**config.mk**
```make
export PLATFORM = sky130hd
export DESIGN_NAME = ascon_wave_buffer_flat
export DESIGN_NICKNAME = d
export VERILOG_FILES = /design/src/rtl/ascon_wave_buffer_if.sv /design/src/rtl/ascon_wave_buffer.sv /design/src/flat_wrapper.sv
export SDC_FILE = /design/constraint.sdc
export NUM_CORES = 2
export LEC_CHECK = 0
export ABC_CLOCK_PERIOD_IN_PS = 4600
export BUFFER_PORTS_ARGS = -buffer_cell sky130_fd_sc_hd__buf_2
export CORE_AREA = 2 2 609 611
export DETAILED_ROUTE_END_ITERATION = 7
export DIE_AREA = 0 0 611 613
export SYNTH_ARGS = -nofsm -noshare
export SYNTH_HDL_FRONTEND = slang
export SYNTH_SLANG_ARGS = --single-unit
```
**constraint.sdc**
```tcl
create_clock -name clock_i -period 4.6 [get_ports clock_i]
set_input_delay 0.23 -clock clock_i [delete_from_list [all_inputs] [get_ports clock_i]]
set_output_delay 0.23 -clock clock_i [all_outputs]
set_load 0.005 [all_outputs]
```
**src/rtl/ascon_wave_buffer_if.sv**
```systemverilog
// Bus bundle between the ASCON datapath / fsm_uart side and the wave buffer.
// The slave modport is the buffer's view and the master modport is the driver's view.
interface ascon_wave_buffer_if #(
    parameter int NWORDS = 23,
    parameter int WORD_W = 64
);
    localparam int CNT_W = $clog2(NWORDS + 1);

    logic                       init_i;
    logic                       wr_en_i;
    logic [WORD_W-1:0]          wr_data_i;
    logic                       rd_start_i;
    logic                       byte_ready_i;
    logic [7:0]                 byte_o;
    logic                       byte_valid_o;
    logic                       busy_o;
    logic                       done_o;
    logic                       full_o;
    logic                       overflow_o;
    logic [CNT_W-1:0]           count_o;
    logic [NWORDS*WORD_W-1:0]   wave_o;

    modport slave (
        input  init_i, wr_en_i, wr_data_i, rd_start_i, byte_ready_i,
        output byte_o, byte_valid_o, busy_o, done_o, full_o, overflow_o, count_o, wave_o
    );

    modport master (
        output init_i, wr_en_i, wr_data_i, rd_start_i, byte_ready_i,
        input  byte_o, byte_valid_o, busy_o, done_o, full_o, overflow_o, count_o, wave_o
    );
endinterface

```
**src/rtl/ascon_wave_buffer.sv**
```systemverilog
// Word accumulator for the ASCON wave: shifts words in from the right, exposes the
// whole buffer in parallel and can stream it out byte by byte (oldest word first)
// over a valid/ready handshake.
module ascon_wave_buffer #(
    parameter int NWORDS    = 23,
    parameter int WORD_W    = 64,
    parameter int MSB_FIRST = 1
) (
    input  logic               clock_i,
    input  logic               resetb_i,
    ascon_wave_buffer_if.slave bus
);
    localparam int TOT_W = NWORDS * WORD_W;
    localparam int BPW   = WORD_W / 8;
    localparam int BP_W  = (BPW > 1) ? $clog2(BPW) : 1;
    localparam int WP_W  = (NWORDS > 1) ? $clog2(NWORDS) : 1;
    localparam int CNT_W = $clog2(NWORDS + 1);

    localparam logic [BP_W-1:0]  LAST_BP = BP_W'(BPW - 1);
    localparam logic [CNT_W-1:0] MAX_CNT = CNT_W'(NWORDS);

    localparam logic [1:0] ST_IDLE  = 2'd0;
    localparam logic [1:0] ST_DRAIN = 2'd1;
    localparam logic [1:0] ST_DONE  = 2'd2;

    logic [1:0]        state_reg,    state_next;
    logic [TOT_W-1:0]  wave_reg,     wave_next;
    logic [CNT_W-1:0]  count_reg,    count_next;
    logic              overflow_reg, overflow_next;
    logic [WP_W-1:0]   word_ptr_reg, word_ptr_next;
    logic [BP_W-1:0]   byte_ptr_reg, byte_ptr_next;
    logic [7:0]        byte_reg,     byte_next;
    logic              valid_reg,    valid_next;

    logic [WORD_W-1:0] word_arr [NWORDS];
    logic [7:0]        lane_arr [BPW];
    logic [WP_W-1:0]   sel_wp;
    logic [BP_W-1:0]   sel_bp;
    logic [BP_W-1:0]   lane;
    logic [WORD_W-1:0] sel_word;
    logic [7:0]        sel_byte;
    logic              accept_wr;
    logic              drop_wr;
    logic              last_byte;
    logic              xfer;

    // word k of the buffer is the k-th WORD_W slice counted from the LSBs
    for (genvar gi = 0; gi < NWORDS; gi++) begin : g_words
        assign word_arr[gi] = wave_reg[gi*WORD_W +: WORD_W];
    end

    // byte lanes of the word currently selected for output
    for (genvar gi = 0; gi < BPW; gi++) begin : g_lanes
        assign lane_arr[gi] = sel_word[gi*8 +: 8];
    end

    assign accept_wr = (state_reg == ST_IDLE) && bus.wr_en_i && (count_reg < MAX_CNT);
    assign drop_wr   = bus.wr_en_i && !accept_wr;
    assign last_byte = (word_ptr_reg == '0) && (byte_ptr_reg == LAST_BP);
    assign xfer      = valid_reg && bus.byte_ready_i;

    // pointer of the byte to load next: the oldest byte when starting, else the successor
    always_comb begin
        sel_wp = word_ptr_reg;
        sel_bp = byte_ptr_reg + BP_W'(1);
        if (state_reg == ST_IDLE) begin
            sel_wp = WP_W'(count_reg - CNT_W'(1));
            sel_bp = '0;
        end else if (byte_ptr_reg == LAST_BP) begin
            sel_wp = word_ptr_reg - WP_W'(1);
            sel_bp = '0;
        end
    end

    assign sel_word = word_arr[sel_wp];
    assign lane     = (MSB_FIRST != 0) ? (LAST_BP - sel_bp) : sel_bp;
    assign sel_byte = lane_arr[lane];

    // next-state logic: init clears everything, otherwise write path and drain FSM
    always_comb begin
        state_next    = state_reg;
        wave_next     = wave_reg;
        count_next    = count_reg;
        overflow_next = overflow_reg;
        word_ptr_next = word_ptr_reg;
        byte_ptr_next = byte_ptr_reg;
        byte_next     = byte_reg;
        valid_next    = valid_reg;
        if (bus.init_i) begin
            state_next    = ST_IDLE;
            wave_next     = '0;
            count_next    = '0;
            overflow_next = 1'b0;
            word_ptr_next = '0;
            byte_ptr_next = '0;
            byte_next     = '0;
            valid_next    = 1'b0;
        end else begin
            if (accept_wr) begin
                wave_next  = (wave_reg << WORD_W) | TOT_W'(bus.wr_data_i);
                count_next = count_reg + CNT_W'(1);
            end else if (drop_wr) begin
                overflow_next = 1'b1;
            end
            case (state_reg)
                ST_IDLE: begin
                    if (bus.rd_start_i) begin
                        if (count_reg != '0) begin
                            // a word shifted in on the start cycle moves the oldest word up by one
                            state_next    = ST_DRAIN;
                            valid_next    = 1'b1;
                            byte_next     = sel_byte;
                            word_ptr_next = accept_wr ? WP_W'(count_reg) : sel_wp;
                            byte_ptr_next = '0;
                        end else begin
                            state_next = ST_DONE;
                        end
                    end
                end
                ST_DRAIN: begin
                    if (xfer) begin
                        if (last_byte) begin
                            valid_next = 1'b0;
                            state_next = ST_DONE;
                        end else begin
                            byte_next     = sel_byte;
                            word_ptr_next = sel_wp;
                            byte_ptr_next = sel_bp;
                        end
                    end
                end
                ST_DONE: begin
                    state_next = ST_IDLE;
                end
                default: begin
                    state_next = ST_IDLE;
                    valid_next = 1'b0;
                end
            endcase
        end
    end

    // state registers with synchronous active-low reset
    always_ff @(posedge clock_i) begin
        if (!resetb_i) begin
            state_reg    <= ST_IDLE;
            wave_reg     <= '0;
            count_reg    <= '0;
            overflow_reg <= 1'b0;
            word_ptr_reg <= '0;
            byte_ptr_reg <= '0;
            byte_reg     <= '0;
            valid_reg    <= 1'b0;
        end else begin
            state_reg    <= state_next;
            wave_reg     <= wave_next;
            count_reg    <= count_next;
            overflow_reg <= overflow_next;
            word_ptr_reg <= word_ptr_next;
            byte_ptr_reg <= byte_ptr_next;
            byte_reg     <= byte_next;
            valid_reg    <= valid_next;
        end
    end

    assign bus.byte_o       = byte_reg;
    assign bus.byte_valid_o = valid_reg;
    assign bus.busy_o       = (state_reg == ST_DRAIN);
    assign bus.done_o       = (state_reg == ST_DONE);
    assign bus.full_o       = (count_reg == MAX_CNT);
    assign bus.overflow_o   = overflow_reg;
    assign bus.count_o      = count_reg;
    assign bus.wave_o       = wave_reg;
endmodule

```
**src/flat_wrapper.sv**
```systemverilog
// flat-port wrapper written by rule: the top's interface ports become plain ports
module ascon_wave_buffer_flat 
#(
    parameter int NWORDS    = 23,
    parameter int WORD_W    = 64,
    parameter int MSB_FIRST = 1
)
  (clock_i, resetb_i, bus_init_i, bus_wr_en_i, bus_wr_data_i, bus_rd_start_i, bus_byte_ready_i, bus_byte_o, bus_byte_valid_o, bus_busy_o, bus_done_o, bus_full_o, bus_overflow_o, bus_count_o, bus_wave_o);
  ascon_wave_buffer_if #(.NWORDS(NWORDS), .WORD_W(WORD_W)) bus_i ();
  input  logic clock_i;
  input  logic resetb_i;
  input wire logic [$bits(bus_i.init_i)-1:0] bus_init_i;
  input wire logic [$bits(bus_i.wr_en_i)-1:0] bus_wr_en_i;
  input wire logic [$bits(bus_i.wr_data_i)-1:0] bus_wr_data_i;
  input wire logic [$bits(bus_i.rd_start_i)-1:0] bus_rd_start_i;
  input wire logic [$bits(bus_i.byte_ready_i)-1:0] bus_byte_ready_i;
  output wire logic [$bits(bus_i.byte_o)-1:0] bus_byte_o;
  output wire logic [$bits(bus_i.byte_valid_o)-1:0] bus_byte_valid_o;
  output wire logic [$bits(bus_i.busy_o)-1:0] bus_busy_o;
  output wire logic [$bits(bus_i.done_o)-1:0] bus_done_o;
  output wire logic [$bits(bus_i.full_o)-1:0] bus_full_o;
  output wire logic [$bits(bus_i.overflow_o)-1:0] bus_overflow_o;
  output wire logic [$bits(bus_i.count_o)-1:0] bus_count_o;
  output wire logic [$bits(bus_i.wave_o)-1:0] bus_wave_o;
  assign bus_i.init_i = bus_init_i;
  assign bus_i.wr_en_i = bus_wr_en_i;
  assign bus_i.wr_data_i = bus_wr_data_i;
  assign bus_i.rd_start_i = bus_rd_start_i;
  assign bus_i.byte_ready_i = bus_byte_ready_i;
  assign bus_byte_o = bus_i.byte_o;
  assign bus_byte_valid_o = bus_i.byte_valid_o;
  assign bus_busy_o = bus_i.busy_o;
  assign bus_done_o = bus_i.done_o;
  assign bus_full_o = bus_i.full_o;
  assign bus_overflow_o = bus_i.overflow_o;
  assign bus_count_o = bus_i.count_o;
  assign bus_wave_o = bus_i.wave_o;
  ascon_wave_buffer #(.NWORDS(NWORDS), .WORD_W(WORD_W), .MSB_FIRST(MSB_FIRST)) u_core (.clock_i(clock_i), .resetb_i(resetb_i), .bus(bus_i));
endmodule
```
== Word level (Yosys, flattened, before mapping) ==
Cells that the tools add are included.

* Logic and storage cells: 82
* Input bits: 70
* Flip-flop bits (word level): 1497
* Output and inout bits: 1490

* Eq/ne operators: 9
* Order comparisons: 3
* Multiplexer cells: 36
* $add $sub $neg: 5
* Reduce and logical (&&, ||, !) cells: 15
* Bitwise logic cells: 6

{| class="wikitable"
|+ Operator list
! kind !! number
|-
| OR 1472 x 64 -> 1472 bit || 1
|-
| binary-select mux 64 bit (select 5 bit) || 1
|-
| two-way mux 64 bit || 2
|-
| two-way mux 8 bit || 6
|-
| two-way mux 5 bit || 7
|-
| binary-select mux 8 bit (select 3 bit) || 1
|-
| two-way mux 3 bit || 6
|-
| case mux 8 bit (2 select lines) || 1
|-
| case mux 5 bit (2 select lines) || 1
|-
| AND reduction 5 bit || 2
|-
| subtractor 5 x 1 -> 5 bit (second input constant) || 2
|-
| two-way mux 2 bit || 4
|-
| greater-or-equal comparator 6 bit (second input constant) || 1
|-
| inequality test 2 bit (second input constant) || 3
|-
| inverter 5 -> 6 bit || 1
|-
| case mux 3 bit (2 select lines) || 1
|-
| adder 5 x 1 -> 5 bit (second input constant) || 1
|-
| equality test 5 bit (second input constant) || 1
|-
| logical AND 1 bit || 5
|-
| zero test 5 bit || 1
|-
| < comparator 5 bit (second input constant) || 1
|-
| nonzero test 5 bit || 1
|-
| greater-or-equal comparator 4 bit (second input constant) || 1
|-
| two-way mux 1 bit || 4
|-
| other kinds (16) || 19
|}

== Longest topological paths before layout ==
* Depth after elaboration: 13
* Mapped depth: 16

== Least setup slack after synthesis ==
Ideal clock, no wire load.

* Path kind: reg-to-reg
* Start point: register u_core.byte_ptr_reg[0]
* End point: register u_core.byte_reg[1] (netlist: u_core.bus.byte_o[1])
* Arrival: 2710 ps
* Data required time: 4472 ps
* Path slack: 1762 ps
* Cell stages (with the launch flop): 14
* Period minus slack after synthesis: 2838 ps
* Path buffers: 3
* Path through: dfxtp_1 > ha_1 > ha_1 > buf_4 > xnor2_1 > a21o_1 > buf_2 > buf_4 > mux2_1 > a221o_1 > o21ai_1 > o41ai_1 > a221oi_1 > a21oi_1

* Longest elaborated chain between the ends: 13
* Elaborated cells on any way between the ends: 23

{| class="wikitable"
|+ Ends and longest elaborated chain
! item !! RTL line !! source
|-
| start, declared || ascon_wave_buffer.sv:31 || <nowiki>logic [BP_W-1:0] byte_ptr_reg, byte_ptr_next;</nowiki>
|-
| start signal, assigned || ascon_wave_buffer.sv:160 || <nowiki>byte_ptr_reg <= byte_ptr_next;</nowiki>
|-
| equality test 3 bit || ascon_wave_buffer.sv:59, ascon_wave_buffer.sv:69 ||
|-
| two-way mux 5 bit || ascon_wave_buffer.sv:69 || <nowiki>end else if (byte_ptr_reg == LAST_BP) begin</nowiki>
|-
| two-way mux 5 bit || ascon_wave_buffer.sv:66 || <nowiki>if (state_reg == ST_IDLE) begin</nowiki>
|-
| inverter 5 -> 6 bit (not written as such) || ascon_wave_buffer.sv:75 || <nowiki>assign sel_word = word_arr[sel_wp];</nowiki>
|-
| binary-select mux 64 bit (select 5 bit) || ascon_wave_buffer.sv:75 ||
|-
| two-way mux 64 bit (not written as such) (2 in series) || ascon_wave_buffer.sv:75 ||
|-
| binary-select mux 8 bit (select 3 bit) || ascon_wave_buffer.sv:77 || <nowiki>assign sel_byte = lane_arr[lane];</nowiki>
|-
| two-way mux 8 bit (not written as such) (2 in series) || ascon_wave_buffer.sv:77 ||
|-
| two-way mux 8 bit (on tied branches) || ascon_wave_buffer.sv:122, ascon_wave_buffer.sv:108 ||
|-
| two-way mux 8 bit (on tied branches) || ascon_wave_buffer.sv:121, ascon_wave_buffer.sv:107 ||
|-
| case mux 8 bit (2 select lines) || ascon_wave_buffer.sv:105 || <nowiki>case (state_reg)</nowiki>
|-
| end signal, assigned || ascon_wave_buffer.sv:161 || <nowiki>byte_reg <= byte_next;</nowiki>
|-
| end, declared || ascon_wave_buffer.sv:32 || <nowiki>logic [7:0] byte_reg, byte_next;</nowiki>
|}

Several ways; a longest one is shown, not always the timed one. The select of a mux whose other input is x is not followed.
A chain may end at the register's enable or synchronous reset.

== Worst setup path in the final report ==
* Start point: register u_core.count_reg[1] (netlist: u_core.bus.count_o[1])
* End point: register u_core.byte_reg[5] (netlist: u_core.bus.byte_o[5])

* Longest elaborated chain between the ends: 12
* Elaborated cells on any way between the ends: 17

{| class="wikitable"
|+ Ends and longest elaborated chain
! item !! RTL line !! source
|-
| start, declared || ascon_wave_buffer.sv:28 || <nowiki>logic [CNT_W-1:0] count_reg, count_next;</nowiki>
|-
| start signal, assigned || ascon_wave_buffer.sv:157 || <nowiki>count_reg <= count_next;</nowiki>
|-
| subtractor 5 x 1 -> 5 bit || ascon_wave_buffer.sv:67 || <nowiki>sel_wp = WP_W'(count_reg - CNT_W'(1));</nowiki>
|-
| two-way mux 5 bit || ascon_wave_buffer.sv:66 ||
|-
| inverter 5 -> 6 bit (not written as such) || ascon_wave_buffer.sv:75 ||
|-
| binary-select mux 64 bit (select 5 bit) || ascon_wave_buffer.sv:75 ||
|-
| two-way mux 64 bit (not written as such) (2 in series) || ascon_wave_buffer.sv:75 ||
|-
| binary-select mux 8 bit (select 3 bit) || ascon_wave_buffer.sv:77 ||
|-
| two-way mux 8 bit (not written as such) (2 in series) || ascon_wave_buffer.sv:77 ||
|-
| two-way mux 8 bit (on tied branches) || ascon_wave_buffer.sv:122, ascon_wave_buffer.sv:108 ||
|-
| two-way mux 8 bit (on tied branches) || ascon_wave_buffer.sv:121, ascon_wave_buffer.sv:107 ||
|-
| case mux 8 bit (2 select lines) || ascon_wave_buffer.sv:105 ||
|}

Several ways; a longest one is shown, not always the timed one. The select of a mux whose other input is x is not followed.

==> impl_metrics.env <==
export IMPL_cts_sinks=1497
export IMPL_ant_nets=0
export IMPL_largest_reg_flops=1472
export IMPL_num_io_pins=1560
export IMPL_cts_setup_buffers=0
export IMPL_path_clk_slew_ns=0.06
export IMPL_p_int_uw=22950
export IMPL_cap_violations=2
export IMPL_fp_row_count=223
export IMPL_yosys_top_cells_area="dfxtp_1 46%, nand2_1 21%, a21oi_1 12%"
export IMPL_routabilityCongestion=1.007
export IMPL_power_leakage_uw=0.03300
export IMPL_drtIter0Drc=9902
export IMPL_dr_pass1_iters=7
export IMPL_hold_path_class="in -> reg"
export IMPL_p_sw_uw=9312
export IMPL_top_layer_used="met5"
export IMPL_finClkSkew_ns=0.04367
export IMPL_ir_drop_uv=331.8
export IMPL_cp_data_required_time_ns=5.41
export IMPL_syn_avg_cell_area_sq_um=7.333
export IMPL_violations="max-capacitance violations, max-slew violations, negative setup slack"
export IMPL_period_minus_slack_ns=4.678
export IMPL_rr_worst_depth=11
export IMPL_status="complete, but fails checks"
export IMPL_worst_slew_pin_slew_ns=1.676
export IMPL_endpoint="u_core.bus.byte_o[5]$_SDFFE_PP0P_"
export IMPL_clockRootBuffer="clkbuf_16"
export IMPL_fin_ws_ns=-0.07813
export IMPL_critical_path_class="reg -> reg"
export IMPL_yosysWarnings=0
export IMPL_finalSetupTns_ns=-0.07813
export IMPL_clock_path_buffers=4
export IMPL_critPathArrivalTime_ns=5.49
export IMPL_htree_levels=4
export IMPL_grt_usage=0.2483
export IMPL_grt_pass1_wl_um=632500
export IMPL_ff2ff_setup_slack_ns=-0.08
export IMPL_drcViolationCount=0
export IMPL_pwr_density_cell_nw_per_um2=371.7
export IMPL_relSlewSlack=-0.1291
export IMPL_fmax_mhz=213.8
export IMPL_nNetsFinal=10370
export IMPL_fin_cells=15310
export IMPL_async_flop_share=0
export IMPL_yosysTopAreaCellShare=0.4601
export IMPL_setup_viol=1
export IMPL_portBuffers=1559
export IMPL_drv_slew=4
export IMPL_wirelength_um=491900
export IMPL_hpwl_um=393400
export IMPL_drive_gt1_frac=0.2191
export IMPL_dr_wl_met3_um=39030
export IMPL_reg2reg_from="u_core.bus.count_o[1]$_SDFFE_PP0P_"
export IMPL_synth_top_area_cell="dfxtp_1"
export IMPL_grt_max_degree=152
export IMPL_synth_fp_nets=8958
export IMPL_syn_area_sq_um=65130
export IMPL_wl_met1_um=181400
export IMPL_core_sq_um=367700
export IMPL_cp_start_kind="register"
export IMPL_ys_flop_type="dfxtp_1"
export IMPL_cts_tree="yes"
export IMPL_grt_pass1_vias=65200
export IMPL_finalCritPeriodShare=1.017
export IMPL_via_per_inst=4.803
export IMPL_syn_inst=8882
export IMPL_die_h_um=613
export IMPL_initial_utilization=0.1771
export IMPL_wl_met2_um=227900
export IMPL_yosysUniqueCellTypes=77
export IMPL_netSwitchingFraction=0.2886
export IMPL_clkPwrFrac=0.489
export IMPL_worst_path_max_fanout=22
export IMPL_critPathCaptureType="register"
export IMPL_post_place_cells=14870
export IMPL_hold_violations=0
export IMPL_clock_latency_ns=0.90
export IMPL_synth_edf_count=0
export IMPL_pwr_share_comb=0.107
export IMPL_syn2layout_area_growth_pct=33.27
export IMPL_yosysSeqAreaShare=0.4601
export IMPL_gr_total_overflow=0
export IMPL_antenna_found_initial=39
export IMPL_worstReg2RegEnd="u_core.bus.byte_o[5]$_SDFFE_PP0P_"
export IMPL_post_drt_wl_per_cell_um=32.13
export IMPL_vias=73540
export IMPL_dieWidth_um=611
export IMPL_ys_ff_latch=1497
export IMPL_numCtsBuffers=191
export IMPL_dieArea_sq_um=374500
export IMPL_setup_worst_path_start="u_core.bus.count_o[1]$_SDFFE_PP0P_"
export IMPL_seqPwrFrac=0.404
-- layout make-up --
cell class / instances / area [sq um]
fill: 40850 / 280900
multi-input combinational: 6597 / 32300
sequential: 1497 / 29970
timing repair buffer: 1962 / 11880
tap: 4837 / 6052
clock buffer: 259 / 5339
clock inverter: 82 / 1017
inverter: 44 / 165.2
antenna: 33 / 82.58
-- synthesized netlist by cell type (all sizes together) (13+ instances only) --
cell type / number
a2111oi: 31
a211oi: 102
a21oi: 1594
a22oi: 39
a311oi: 43
a31oi: 48
a32oi: 21
buf: 190
clkbuf: 555
dfxtp: 1497
inv: 44
mux2: 13
mux2i: 354
nand2: 3700
nand3: 287
nand4: 29
nor2: 36
nor3: 22
o21ai: 58
o22ai: 30
-- metal layers --
metal | track usage | vias up
met1 | 0.2861 | 35830
met5 | 0 | -
met4 | 0.1829 | 12
met2 | 0.4053 | 4115
li1 | - | 32670
met3 | 0.05338 | 909
-- worst max-delay path, cell delays in order (launching register included) --
cell and delay [ns]:
dfxtp_1 0.45, inv_1 0.08, ha_1 0.35, nor3b_4 0.52, a31o_4 0.45, buf_4 0.46, mux2i_1 0.52, nor3_1 0.08
o21ai_0 1.00, o311ai_1 0.22, buf_2 0.24, a41oi_1 0.18
-- metrics by stage --
| stage | total power, uW | setup WS, ns | utilization | hold WS (ns) | cell area [sq um] |
|---|---|---|---|---|---|
| after global routing | 33100 | -0.002093 | 0.2358 | 0.1051 | 86730 |
| after CTS | 32470 | -0.06945 | 0.2356 | 0.02115 | 86640 |
| after detailed placement | 16660 | -0.3337 | 0.2164 | 0.4564 | 79570 |
| after floorplan | 15090 | 1.762 | - | 0.3660 | 65140 |
| final | 32270 | -0.07813 | 0.2361 | 0.1314 | 86810 |
| after global placement | 16670 | -0.6097 | 0.2163 | 0.4472 | 79550 |
-- cells by family after synthesis --
group	after synthesis	synth area share
buffers and inverters	789	0.05023
AO/OA/AOI/OAI	2065	0.1771
adder cells (fa/ha/maj)	6	0.001153
flip-flops	1497	0.4601
XOR/XNOR	8	0.001076
AND/OR/NAND/NOR	4138	0.2495
multiplexers	379	0.06080
-- power by group through the flow --
| stage | combinational (uW) | clock (uW) | sequential (uW) |
|---|---|---|---|
| final | 3460 | 15800 | 13000 |
| after detailed placement | 3330 | 0 | 13300 |
| after global routing | 3570 | 16500 | 13000 |
| after global placement | 3340 | 0 | 13300 |
| after floorplan | 1790 | 0 | 13300 |
| after CTS | 3400 | 16000 | 13000 |
-- cells in the final DEF, fill, tap and decap left out, types with 9 or more instances in the layout --
cell type / instances
mux4_2: 12
o22ai_1: 28
a311oi_1: 37
inv_6: 9
a221oi_1: 10
mux2i_1: 352
clkbuf_8: 24
nor3_1: 16
clkinv_2: 35
nor2b_1: 12
buf_4: 263
a2111oi_0: 26
buf_2: 1560
a31oi_1: 47
a21oi_1: 1591
nand3b_1: 9
a211oi_1: 98
nand2_1: 3697
clkbuf_1: 41
a21boi_0: 11
diode_2: 33
dfxtp_1: 1497
a22oi_1: 38
inv_1: 44
dlygate4sd3_1: 68
nand3_1: 284
nand4_1: 29
nor2_1: 30
a32oi_1: 21
bufinv_16: 17
o21ai_0: 48
a221o_1: 10
clkbuf_16: 194
buf_12: 71
-- worst min path at each step --
stage / from / endpoint / slack (ns) / cells past startpoint
after floorplan: bus_wr_data_i[16] / u_core.bus.wave_o[16]$_SDFFE_PP0P_ / 0.37 / 2
after global placement: u_core.bus.overflow_o$_SDFFE_PP0P_ / u_core.bus.overflow_o$_SDFFE_PP0P_ / 0.45 / 2
after detailed placement: u_core.bus.overflow_o$_SDFFE_PP0P_ / u_core.bus.overflow_o$_SDFFE_PP0P_ / 0.46 / 2
after CTS: bus_wr_data_i[48] / u_core.bus.wave_o[48]$_SDFFE_PP0P_ / 0.02 / 4
after global routing: bus_wr_data_i[43] / u_core.bus.wave_o[43]$_SDFFE_PP0P_ / 0.11 / 4
final: bus_wr_data_i[38] / u_core.bus.wave_o[38]$_SDFFE_PP0P_ / 0.13 / 4
-- timing repair --
action	4_1_cts	5_1_grt
endpoints found under the hold margin	68	0
hold buffers	68	0
gates cloned	0	1
pin swaps	0	1
setup endpoints to repair	6	6
gates resized for setup	7	12
No activity file was read; power rests on OpenSTA's default activity.
